==> src/rtl/bcd_score_converter.sv <==
// bcd_score_converter: clamps a 20-bit binary score to MAX_VALUE and converts it
// to six packed BCD digits by serial double dabble (20 shift cycles), with
// leading-zero blanking and an overflow flag for the display.
module bcd_score_converter #(
   parameter logic [19:0] MAX_VALUE = 20'd999999
) (
   input  logic        clock,
   input  logic        reset,
   input  logic        start,
   input  logic [19:0] bin_in,
   output logic [23:0] bcd_out,
   output logic [5:0]  blank,
   output logic        busy,
   output logic        done,
   output logic        overflow
);

   localparam int unsigned BIN_W  = 20;
   localparam int unsigned BCD_W  = 24;
   localparam int unsigned DIGITS = 6;
   localparam int unsigned CNT_W  = 5;
   localparam logic [CNT_W-1:0] LAST_SHIFT = CNT_W'(BIN_W - 1);

   typedef enum logic [1:0] {
      IDLE  = 2'd0,
      SHIFT = 2'd1,
      DONE  = 2'd2
   } state_t;

   state_t             state;
   // {bcd_scr, bin_sh} together form the 44-bit double-dabble scratch word
   logic [BCD_W-1:0]   bcd_scr;
   logic [BIN_W-1:0]   bin_sh;
   logic [CNT_W-1:0]   cnt;
   logic               ovf_pend;

   logic [BCD_W-1:0]   adj_bcd;
   logic [BCD_W-1:0]   next_bcd;
   logic [DIGITS-1:0]  next_blank;

   // Add-3 correction on every digit >= 5, then shift in the next binary MSB
   always_comb begin
      adj_bcd = bcd_scr;
      for (int i = 0; i < int'(DIGITS); i++) begin
         if (bcd_scr[4*i +: 4] >= 4'd5)
            adj_bcd[4*i +: 4] = bcd_scr[4*i +: 4] + 4'd3;
      end
      next_bcd = {adj_bcd[BCD_W-2:0], bin_sh[BIN_W-1]};
   end

   // Leading-zero blanking of the result; the units digit is always shown
   always_comb begin
      next_blank = '0;
      next_blank[DIGITS-1] = (next_bcd[BCD_W-1 -: 4] == 4'd0);
      for (int i = int'(DIGITS) - 2; i >= 1; i--)
         next_blank[i] = next_blank[i+1] && (next_bcd[4*i +: 4] == 4'd0);
      next_blank[0] = 1'b0;
   end

   // Control FSM, scratch datapath and registered display outputs
   always_ff @(posedge clock) begin
      if (reset) begin
         state    <= IDLE;
         bcd_scr  <= '0;
         bin_sh   <= '0;
         cnt      <= '0;
         ovf_pend <= 1'b0;
         bcd_out  <= '0;
         blank    <= 6'b111110;
         busy     <= 1'b0;
         done     <= 1'b0;
         overflow <= 1'b0;
      end else begin
         case (state)
            IDLE: begin
               done <= 1'b0;
               if (start) begin
                  bin_sh   <= (bin_in > MAX_VALUE) ? MAX_VALUE : bin_in;
                  bcd_scr  <= '0;
                  cnt      <= '0;
                  ovf_pend <= (bin_in > MAX_VALUE);
                  busy     <= 1'b1;
                  state    <= SHIFT;
               end
            end
            SHIFT: begin
               bcd_scr <= next_bcd;
               bin_sh  <= {bin_sh[BIN_W-2:0], 1'b0};
               cnt     <= cnt + CNT_W'(1);
               if (cnt == LAST_SHIFT) begin
                  bcd_out  <= next_bcd;
                  blank    <= next_blank;
                  overflow <= ovf_pend;
                  busy     <= 1'b0;
                  done     <= 1'b1;
                  state    <= DONE;
               end
            end
            DONE: begin
               done  <= 1'b0;
               state <= IDLE;
            end
            default: begin
               busy  <= 1'b0;
               done  <= 1'b0;
               state <= IDLE;
            end
         endcase
      end
   end

endmodule
==> config.mk <==
export PLATFORM = sky130hd
export DESIGN_NAME = bcd_score_converter
export DESIGN_NICKNAME = d
export VERILOG_FILES = /design/src/rtl/bcd_score_converter.sv
export SDC_FILE = /design/constraint.sdc
export NUM_CORES = 1
export LEC_CHECK = 0
export CORE_ASPECT_RATIO = 2
export CORE_MARGIN = 2
export CORE_UTILIZATION = 40
export CTS_CLUSTER_DIAMETER = 150
export DETAILED_ROUTE_END_ITERATION = 10
export SYNTH_ARGS = -nofsm -noshare
export SYNTH_HDL_FRONTEND = slang
export SYNTH_SLANG_ARGS = --single-unit
==> constraint.sdc <==
create_clock -name clock -period 5 [get_ports clock]
set_clock_uncertainty 0.1 [all_clocks]
set_input_delay 1.5 -clock clock [delete_from_list [all_inputs] [get_ports clock]]
set_output_delay 1.5 -clock clock [all_outputs]
set_load 0.005 [all_outputs]
After elaboration in Yosys (flattened, before gate mapping):

Cells that the tools add are included.
W data, S select, Z words.

* bits in registers: 84

* bitwise gates (word level): 2
* reduce and logical (&&, ||, !) cells: 17
* $lt $le $gt $ge: 7
* eq/ne operators: 5
* muxes and demuxes: 19
* add/subtract/negate cells: 7

Operators with widths (number)
* $pmux W24 S2: 1
* $mux W20: 2
* $pmux W20 S2: 1
* $ge A4 B3 Y1 const B: 6
* $mux W24: 1
* $add A4 B2 Y4 const B: 5
* $gt A20 B20 Y1 const B: 1
* $logic_not A4 Y1: 5
* $mux W4: 5
* $pmux W5 S2: 1
* $reduce_and A2 Y1: 4
* $add A5 B1 Y5 const B: 1
* $eq A5 B5 Y1 const B: 1
* $mux W5: 1
* $logic_and A1 B1 Y1: 4
* $mux W2: 2
* $ne A2 B2 Y1 const B: 2
* $pmux W2 S2: 1
* $add A3 B2 Y3 const B: 1
* $mux W3: 1
* $pmux W1 S3: 1
* $reduce_and A3 Y1: 1
* $eq A2 B1 Y1 const B: 1
* $eq A2 B2 Y1 const B: 1
* other kinds (5): 7

Longest topological paths before layout:

* word-level depth: 7
* gate-level depth with buffers: 8
* gate-level depth less buffers: 8

Worst setup path after synthesis:

Ideal clock, no wire load.

* path kind: in2reg
* start: input port bin_in[12]
* end: register bin_sh[1]
* stages on the path: 6
* path slack: 2.160 ns
* required time: 4.768 ns
* data arrival time: 2.609 ns
* cell sequence: or4_1 -> o21ai_1 -> a21oi_2 -> nand2b_4 -> o22ai_1 -> nor3_1

* cells in the longest elaborated chain, start to end: 4

RTL lines
* start, declared: line 10 `input logic [19:0] bin_in,`
* $gt A20 B20 Y1: line 78 `bin_sh <= (bin_in > MAX_VALUE) ? MAX_VALUE : bin_in;`
* $mux W20: line 78
* $mux W20: line 77 `if (start) begin`
* $pmux W20 S2: line 74 `case (state)`
* end signal, assigned: line 78
* end signal, assigned: line 88 `bin_sh <= {bin_sh[BIN_W-2:0], 1'b0};`
* end, declared: line 33 `logic [BIN_W-1:0] bin_sh;`

No other way between the ends. The select of a mux whose other input is x is not followed.
A chain may end at the register's enable or synchronous reset.

Worst setup path after layout:

* start: input port bin_in[12]
* end: register bin_sh[3]

Same word-level chain as after synthesis.

==> out/qor.csv <==
metric;value;unit
cts_buffer_depth;2;
tightest_slew;0.897;ns
fillers;876;
netlist_area;0.00371;mm²
ios;56;
rows;49;
outcome;finished clean;
dr_wl_met3;323;µm
yosysWarnings;0;
die_h;140;µm
wl_met2;4.91;mm
tns;0;ns
switchingPower;0.000331;W
synth_top_area_share;45.3;%
seq_area_frac_synth;45.3;%
diodes;0;
final_common_cell;dfxtp_1;
synthDistinctLibCells;51;
ys_ff_latch;84;
timing.rr.end;bcd_out[5]$_SDFFE_PP0P_;
r2r-start;state[1]$_SDFFE_PP0P_;
cts-htree-levels;3;
synthToLayoutAreaGrowth;24.9;%
clockRootBuffer;clkbuf_16;
finalHoldViolCount;0;
slew_headroom;40.2;%
ctsHoldBuffers;0;
hold_class;flip-flop to flip-flop;
layout_common_cells;84 x dfxtp_1, 56 x nand2_1, 53 x clkdlybuf4s50_1;
post_cts_buffers;0;
synthCells;427;
switching_share;21.5;%
cts_tree;yes;
worstSetupPathType;input port to flip-flop;
cp_max_fo;5;
cts_resized;0;
numCtsBuffers;9;
grt_antenna_before_repair;0;
syn_avg_cell_area;8.70;µm²
slowest_stage;or4_1;
slew_viol_final;0;
p_seq_share;45.3;%
min-delay-start;done$_SDFFE_PP0P_;
crit_arrival;3.14;ns
hpwl;6.32;mm
clock_sinks;84;
end_kind;flip-flop;
p_int;0.00120;W
power_density;331;mW/mm²
reg2reg_slack;2.42;ns
yosysTopAreaCell;dfxtp_1;
period_needed;3.03;ns
p_comb_share;6.2;%
dr.pass1.iters;5;
rsz0062_at_grt;no;
grt_max_degree;42;
setup_viol;0;
met1_length;3.27;mm
synth_area_leaders;dfxtp_1 45%, nand2_1 5.7%, a21oi_1 5.4%;
insertion_delay;0.34;ns
first_global_vias;3081;
hold_end;done$_SDFFE_PP0P_;
vias;3130;
antenna_left;0;
initial_core_util;41.2;%
grt_pass1_wl;14.6;mm
nets;508;
overflow;0;
power_frac_clock;48.4;%
drtIter0Drc;183;
die_area;0.0101;mm²
top_layer;met4;
clk_pin_slew;0.06;ns
critPathRequiredTime;5.11;ns
dp_cells;563;
cpPeakStageDelay;0.52;ns
core;0.00901;mm²
totalWireLength;8.72;mm
drive_gt1_share;7.76;%
hold_depth;2;
path_cells;clkdlybuf4s50_1 -> or4_1 -> o21ai_1 -> a21oi_2 -> nand2b_4 -> o22ai_1 -> nor3_1;
viasPerCell;5.41;
die_w;72.1;µm
max_cap_violations;0;
port_buffers;54;
route.detailed.wl_per_inst;15.1;µm
grt_use_total;18.4;%
max_freq;330;MHz
ff2ff_path_depth;5;
period_share;60.6;%
routabilityCongestion;0.824;
synth_nets;463;
leakagePower;1.70;nW
drc;0;
cp-start-kind;input port;
irDropWorstVdd;0.177;mV
final_cells;579;
[logic make-up after synthesis]
logic type / synth area share [%]
AO/OA/AOI/OAI: 19.5
XOR/XNOR: 1.41
adder cells (fa/ha/maj): 4.38
buffers and inverters: 4.45
flip-flops: 45.3
multiplexers: 1.62
other: 0.101
AND/OR/NAND/NOR: 23.3
[metrics by stage]
step	util, %	setup WS, ns	hold WS, ns	total power [W]	cell area [µm²]
after floorplan	-	2.16	0.324	0.000769	3710
after global placement	47.7	1.65	0.342	0.000806	4300
after detailed placement	47.7	1.62	0.346	0.000807	4300
after CTS	51.5	1.97	0.354	0.00155	4640
after global routing	51.5	1.84	0.375	0.00159	4640
final	51.5	1.97	0.348	0.00154	4640
[synth_stat cells (all sizes together)]
cell and number:
nor2b 3, o31a 1, a211o 1, a22oi 1, xnor2 6, and4bb 1
nand2 56, buf 11, o21a 1, clkbuf 14, a222oi 7, nand4 3
inv 14, and3 1, nor3b 9, o211a 1, nor4 3, a311oi 2
ha 13, nor3 13, a21oi 45, nand3 7, o21ai 24, mux2i 6
or4 1, dfxtp 84, nor2 47, nand3b 2, o21bai 1, a22o 13
nand2b 13, conb 1, nor4b 3, or2 2, o31ai 3, a211oi 8
nand4b 1, o22ai 4, nand4bb 1
[how the worst max path moves through the flow]
stage,from,to,slack (ns)
after CTS,bin_in[12],bin_sh[3]$_SDFFE_PP0P_,1.97
after global placement,bin_in[12],bin_sh[4]$_SDFFE_PP0P_,1.65
final,bin_in[12],bin_sh[3]$_SDFFE_PP0P_,1.97
after detailed placement,bin_in[12],bin_sh[3]$_SDFFE_PP0P_,1.62
after floorplan,bin_in[12],bin_sh[1]$_SDFFE_PP0P_,2.16
after global routing,start,bin_sh[3]$_SDFFE_PP0P_,1.84
[worst max-delay path: cells and delay by family]
| family | cells | cell delay, ns |
|---|---|---|
| buffers and inverters | 1 | 0.41 |
| AND/OR/NAND/NOR | 3 | 0.75 |
| AO/OA/AOI/OAI | 3 | 0.47 |
[cell type report]
type | count | area (µm²) | area share (%)
tap | 102 | 128 | 2.75
inverter | 14 | 52.6 | 1.13
clock inverter | 3 | 67.6 | 1.46
clock buffer | 13 | 270 | 5.82
sequential | 84 | 1680 | 36.2
multi-input combinational | 304 | 1870 | 40.3
timing repair buffer | 59 | 573 | 12.3
[registers in the layout (all words and copies together), names as in the netlist]
signal	count
done	1
cnt	5
bcd_scr	24
overflow	1
bcd_out	24
busy	1
ovf_pend	1
blank	5
bin_sh	20
state	2
[power by group through the flow]
stage | sequential (W) | clock [W] | combinational (W)
after floorplan | 0.000708 | 0 | 0.0000617
after global placement | 0.000711 | 0 | 0.0000949
after detailed placement | 0.000711 | 0 | 0.0000962
after CTS | 0.000696 | 0.000755 | 0.0000964
after global routing | 0.000698 | 0.000784 | 0.000107
final | 0.000696 | 0.000744 | 0.0000956
[routing by layer]
metal  vias to the layer above  GRT usage [%]
met4                         0           8.04
met3                        11           3.60
met1                      1459           19.3
met2                        69           34.2
li1                       1591              -
met5                         -              0
No activity file was read; power rests on OpenSTA's default activity.
